`config.mk`:
```
export PLATFORM = sky130hd
export DESIGN_NAME = bound_flasher_ctrl
export DESIGN_NICKNAME = d
export VERILOG_FILES = /design/src/rtl/bound_flasher_pkg.sv /design/src/rtl/led_thermo_decoder.sv /design/src/rtl/bound_flasher_ctrl.sv
export SDC_FILE = /design/constraint.sdc
export NUM_CORES = 1
export LEC_CHECK = 0
export CELL_PAD_IN_SITES_DETAIL_PLACEMENT = 2
export CELL_PAD_IN_SITES_GLOBAL_PLACEMENT = 2
export CORE_MARGIN = 5
export CORE_UTILIZATION = 16
export DETAILED_ROUTE_END_ITERATION = 10
export GPL_TIMING_DRIVEN = 0
export MAX_ROUTING_LAYER = met4
export PLACE_DENSITY_LB_ADDON = 0.1
export SLEW_MARGIN = 20
export SYNTH_ARGS = -nofsm -noshare
export SYNTH_HDL_FRONTEND = slang
export SYNTH_SLANG_ARGS = --single-unit
```
`constraint.sdc`:
```
create_clock -name div_clk -period 1.5 [get_ports div_clk]
set_input_delay 0.225 -clock div_clk [delete_from_list [all_inputs] [get_ports div_clk]]
set_output_delay 0.225 -clock div_clk [all_outputs]
set_load 0.05 [all_outputs]
```
`src/rtl/bound_flasher_pkg.sv`:
```
// Shared definitions for the bound-flasher LED path: counter command encoding,
// controller state type and default bound points.
package bound_flasher_pkg;

  localparam logic [1:0] LED_BHV_INC  = 2'b01;
  localparam logic [1:0] LED_BHV_DEC  = 2'b00;
  localparam logic [1:0] LED_BHV_PASS = 2'b11;

  localparam int MID_LO_DEF = 6;
  localparam int MID_HI_DEF = 11;

  typedef enum logic [2:0] {
    ST_IDLE = 3'd0,
    ST_UP1  = 3'd1,
    ST_DN1  = 3'd2,
    ST_UP2  = 3'd3,
    ST_DN2  = 3'd4,
    ST_UP3  = 3'd5,
    ST_DN3  = 3'd6
  } bf_state_t;

  // Counter direction a state imposes while it is running.
  function automatic logic [1:0] bf_dir(input bf_state_t s);
    case (s)
      ST_UP1, ST_UP2, ST_UP3: return LED_BHV_INC;
      ST_DN1, ST_DN2, ST_DN3: return LED_BHV_DEC;
      default:                return LED_BHV_PASS;
    endcase
  endfunction

endpackage

```
`src/rtl/led_thermo_decoder.sv`:
```
// Thermometer decode of the lit-LED count: led[i] is on when count > i.
module led_thermo_decoder #(
  parameter int LED_NUMBER   = 16,
  parameter int LED_NUMBER_W = $clog2(LED_NUMBER)
) (
  input  logic [LED_NUMBER_W:0] count,
  output logic [LED_NUMBER-1:0] led
);

  always_comb begin
    led = '0;
    for (int unsigned i = 0; i < LED_NUMBER; i++) begin
      led[i] = (count > (LED_NUMBER_W+1)'(i));
    end
  end

endmodule

```
`src/rtl/bound_flasher_ctrl.sv`:
```
// Six-phase sequencing controller for the bound-flasher LED counter.
// Define BOUND_FLASHER_KICKBACK_EN to enable flick-triggered kickbacks in UP2/UP3.
module bound_flasher_ctrl
  import bound_flasher_pkg::*;
#(
  parameter int LED_NUMBER   = 16,
  parameter int LED_NUMBER_W = $clog2(LED_NUMBER),
  parameter int MID_LO       = MID_LO_DEF,
  parameter int MID_HI       = MID_HI_DEF
) (
  input  logic                  div_clk,
  input  logic                  rst,
  input  logic                  flick,
  input  logic [LED_NUMBER_W:0] count,
  output logic [1:0]            led_bhv,
  output logic [LED_NUMBER-1:0] led,
  output logic                  busy,
  output logic [2:0]            phase
);

  localparam logic [LED_NUMBER_W:0] C_LO    = (LED_NUMBER_W+1)'(MID_LO);
  localparam logic [LED_NUMBER_W:0] C_LO_M1 = (LED_NUMBER_W+1)'(MID_LO - 1);
  localparam logic [LED_NUMBER_W:0] C_HI    = (LED_NUMBER_W+1)'(MID_HI);
  localparam logic [LED_NUMBER_W:0] C_FULL  = (LED_NUMBER_W+1)'(LED_NUMBER);

  bf_state_t r_state;
  bf_state_t w_state_nx;
  logic      w_zero;
  logic      w_kick_up2;
  logic      w_kick_up3;

  assign w_zero = (count == '0);

`ifdef BOUND_FLASHER_KICKBACK_EN
  assign w_kick_up2 = flick && (count == C_LO);
  assign w_kick_up3 = flick && ((count == C_LO) || (count == C_HI));
`else
  assign w_kick_up2 = 1'b0;
  assign w_kick_up3 = 1'b0;
`endif

  // Target checks take priority over kickbacks; a bound advances without dwelling.
  always_comb begin
    w_state_nx = r_state;
    unique case (r_state)
      ST_IDLE: if (w_zero && flick) w_state_nx = ST_UP1;
      ST_UP1:  if (count >= C_LO) w_state_nx = ST_DN1;
      ST_DN1:  if (w_zero) w_state_nx = ST_UP2;
      ST_UP2: begin
        if (count >= C_HI)   w_state_nx = ST_DN2;
        else if (w_kick_up2) w_state_nx = ST_DN1;
      end
      ST_DN2:  if (count <= C_LO_M1) w_state_nx = ST_UP3;
      ST_UP3: begin
        if (count >= C_FULL) w_state_nx = ST_DN3;
        else if (w_kick_up3) w_state_nx = ST_DN2;
      end
      ST_DN3:  if (w_zero) w_state_nx = flick ? ST_UP1 : ST_IDLE;
      default: w_state_nx = ST_IDLE;
    endcase
  end

  // The command follows the state being entered, so counter and FSM move together.
  always_comb begin
    if (w_state_nx == ST_IDLE) led_bhv = w_zero ? LED_BHV_PASS : LED_BHV_DEC;
    else                       led_bhv = bf_dir(w_state_nx);
  end

  always_ff @(posedge div_clk or posedge rst) begin
    if (rst) r_state <= ST_IDLE;
    else     r_state <= w_state_nx;
  end

  assign busy  = (r_state != ST_IDLE);
  assign phase = r_state;

  led_thermo_decoder #(
    .LED_NUMBER   (LED_NUMBER),
    .LED_NUMBER_W (LED_NUMBER_W)
  ) u_thermo (
    .count (count),
    .led   (led)
  );

endmodule

```
==> flow_metrics.env <==
export IMPL_status="complete, but fails checks"
export IMPL_violations="setup timing"
export IMPL_syn_area_um2=489
export IMPL_start_util=0.163
export IMPL_clk_pin_slew_ns=0.04
export IMPL_place_gp_congestion=0.641
export IMPL_fin_nets=122
export IMPL_ctsHoldBuffers=0
export IMPL_routed_wl_um=2290
export IMPL_synthSimpleGateAreaFrac=0.289
export IMPL_finClkSkew_ns=0.00205
export IMPL_synth_ff_type="dfrtp_1"
export IMPL_setup_violations=6
export IMPL_tns_ns=-1.21
export IMPL_p_leak_nw=0.482
export IMPL_cts_root_buf="clkbuf_4"
export IMPL_reg2reg_slack_ns=0.08
export IMPL_drt_initial_drc_count=24
export IMPL_grt_max_degree=11
export IMPL_max_slew_worst_pin_slew_ns=0.513
export IMPL_syn_avg_cell_area_um2=7.64
export IMPL_hold_violations=0
export IMPL_die_h_um=65.3
export IMPL_port_buffers=29
export IMPL_die_w_um=65.3
export IMPL_r2r_start="phase[1]"
export IMPL_path_cells="clkdlybuf4s50_1 -> a21boi_4 -> nor4_4 -> o31ai_4 -> o21ba_4 -> buf_8"
export IMPL_antenna_cells=0
export IMPL_cellPowerDensity_mw_per_mm2=1520
export IMPL_max_slew_margin=0.659
export IMPL_critPathKind="in -> out"
export IMPL_antenna_found_initial=0
export IMPL_start_kind="primary input"
export IMPL_critPathSlowestCell="clkdlybuf4s50_1"
export IMPL_synth_fa_ha_area_frac=0
export IMPL_grt_pass1_wl_um=3490
export IMPL_cp_end_kind="output port"
export IMPL_boundaryPins=30
export IMPL_rows=20
export IMPL_r2r_cells=6
export IMPL_peakVddDrop_mv=1.13
export IMPL_rsz0062_at_grt="yes"
export IMPL_syn_to_final_growth_pct=127
export IMPL_grt_usage=0.106
export IMPL_final_common_cell="buf_4"
export IMPL_ant_nets=0
export IMPL_timing_hold_ws_ns=0.167
export IMPL_placed_area_um2=893
export IMPL_synth_edf_count=0
export IMPL_hp_class="in -> async"
export IMPL_final_layout_size_suffix_gt1_frac=0.655
export IMPL_critPathMaxFanout=3
export IMPL_clkLatencyLatePin_ns=0.23
export IMPL_numClockSinks=3
export IMPL_max_cap_viol_count=0
export IMPL_core_area_mm2=0.00300
export IMPL_dieArea_mm2=0.00426
export IMPL_reg2reg_to="phase[0]"
export IMPL_slowest_delay_ns=0.50
export IMPL_synth_top_family_by_area="compound AO/OA/AOI/OAI gates"
export IMPL_synth_compound_area_frac=0.435
export IMPL_clock_fmax_mhz=529
export IMPL_cts_buffers=3
export IMPL_final_cell_mix="buf_4 (16), buf_6 (11), buf_2 (6)"
export IMPL_synth_xor_area_frac=0
export IMPL_cts_htree_levels=1
export IMPL_design_area_mm2=0.00111
export IMPL_cp_arrival_ns=1.66
export IMPL_finalWorstSetupSlack_ns=-0.389
export IMPL_min_period_ns=1.89
export IMPL_wl_per_cell_um=15.7
export IMPL_seq_area_frac_synth=0.153
export IMPL_ys_types=35
export IMPL_ys_async_sr_fraction=1.00
export IMPL_syn_inst=64
export IMPL_grt_overflow=0
export IMPL_routed_via_density=4.59
export IMPL_vias=670
export IMPL_first_global_vias=702
export IMPL_synth_nets=72
export IMPL_path_delay_family="compound AO/OA/AOI/OAI gates"
export IMPL_finalCritPeriodShare=1.26
export IMPL_final_max_slew_viol_count=0
export IMPL_cts_tree="built"
export IMPL_synthMuxAreaShare=0
export IMPL_cp_required_ns=1.27
export IMPL_synth_seq_cells=3
export IMPL_dr_pass1_iters=3
export IMPL_fillers=343
export IMPL_largest_reg_flops=3
export IMPL_path_buf_inv=2
export IMPL_post_route_drc_count=0
export IMPL_dp_hpwl_um=1490
export IMPL_cts_buffer_depth=2
export IMPL_yosysWarnings=0
worst max path at each step:
| stage | startpoint | to | slack, ns | cells after the start |
|---|---|---|---|---|
| finish | flick | led_bhv[1] | -0.39 | 6 |
| global route | count[4] | led_bhv[1] | -0.44 | 9 |
| CTS | phase[2] | led_bhv[1] | -0.46 | 6 |
| detailed placement | count[1] | led_bhv[1] | -1.42 | 7 |
| global placement | count[1] | led_bhv[1] | -1.41 | 7 |
| floorplan | phase[2] | led_bhv[0] | -0.30 | 5 |
cells in the mapped netlist (2+ instances only):
master / number / area [µm²]
nand2_1: 5 / 18.8
nand2b_1: 5 / 31.3
nor2_1: 5 / 18.8
a21o_1: 4 / 30.0
clkbuf_1: 4 / 15.0
a31o_2: 3 / 26.3
buf_2: 3 / 15.0
dfrtp_1: 3 / 75.1
a211o_1: 2 / 17.5
inv_1: 2 / 7.51
o21a_1: 2 / 15.0
o21ai_0: 2 / 10.0
or3_1: 2 / 12.5
layer usage:
| layer | vias up | share of wire | routed length [µm] | global-route usage |
|---|---|---|---|---|
| met5 | - | 0 | 0 | - |
| met4 | 0 | 0 | 0 | 0 |
| met3 | 0 | 0.048 | 110 | 0.0308 |
| met2 | 20 | 0.51 | 1170 | 0.182 |
| met1 | 321 | 0.44 | 1010 | 0.132 |
| li1 | 329 | - | - | - |
final cells by class:
type,count,area (µm²),area share
repair buffers,45,414,0.373
flip-flops and latches,3,77.6,0.0698
multi-input cells,49,458,0.412
clock buffers,4,26.3,0.0236
inverters,3,13.8,0.0124
well taps,33,41.3,0.0372
plain buffers,9,80.1,0.0721
power breakdown:
part	internal [W]	switching [W]
Combinational	0.000620	0.000784
Clock	0.0000997	0.0000422
Sequential	0.000122	0.0000237
Total	0.000841	0.000850
what timing repair did:
action	CTS	global route
hold endpoints to repair	0	0
gates resized for setup	132	17
setup buffers	8	9
cloned	0	0
pin swaps	8	10
endpoints found under the setup margin	25	11
per-stage QoR:
stage / worst slack [ns] / utilization / std cells / total power, W
floorplan: -0.301 / - / 64 / 0.000947
global placement: -1.41 / 0.298 / 126 / 0.00124
detailed placement: -1.42 / 0.298 / 126 / 0.00124
CTS: -0.458 / 0.338 / 138 / 0.00154
global route: -0.437 / 0.370 / 146 / 0.00180
finish: -0.389 / 0.370 / 146 / 0.00169
cell families after synthesis:
family / Yosys count
compound gates: 27
simple gates: 22
buf+inv: 12
flops: 3
worst reg2reg max path: stages, from the launching register on:
cell      delay, ns
dfrtp_2        0.41
buf_8          0.14
a21boi_4       0.15
nor4_4         0.06
o31ai_4        0.35
buf_4          0.17
nor2_1         0.04
No activity file was read; power rests on OpenSTA's default activity.
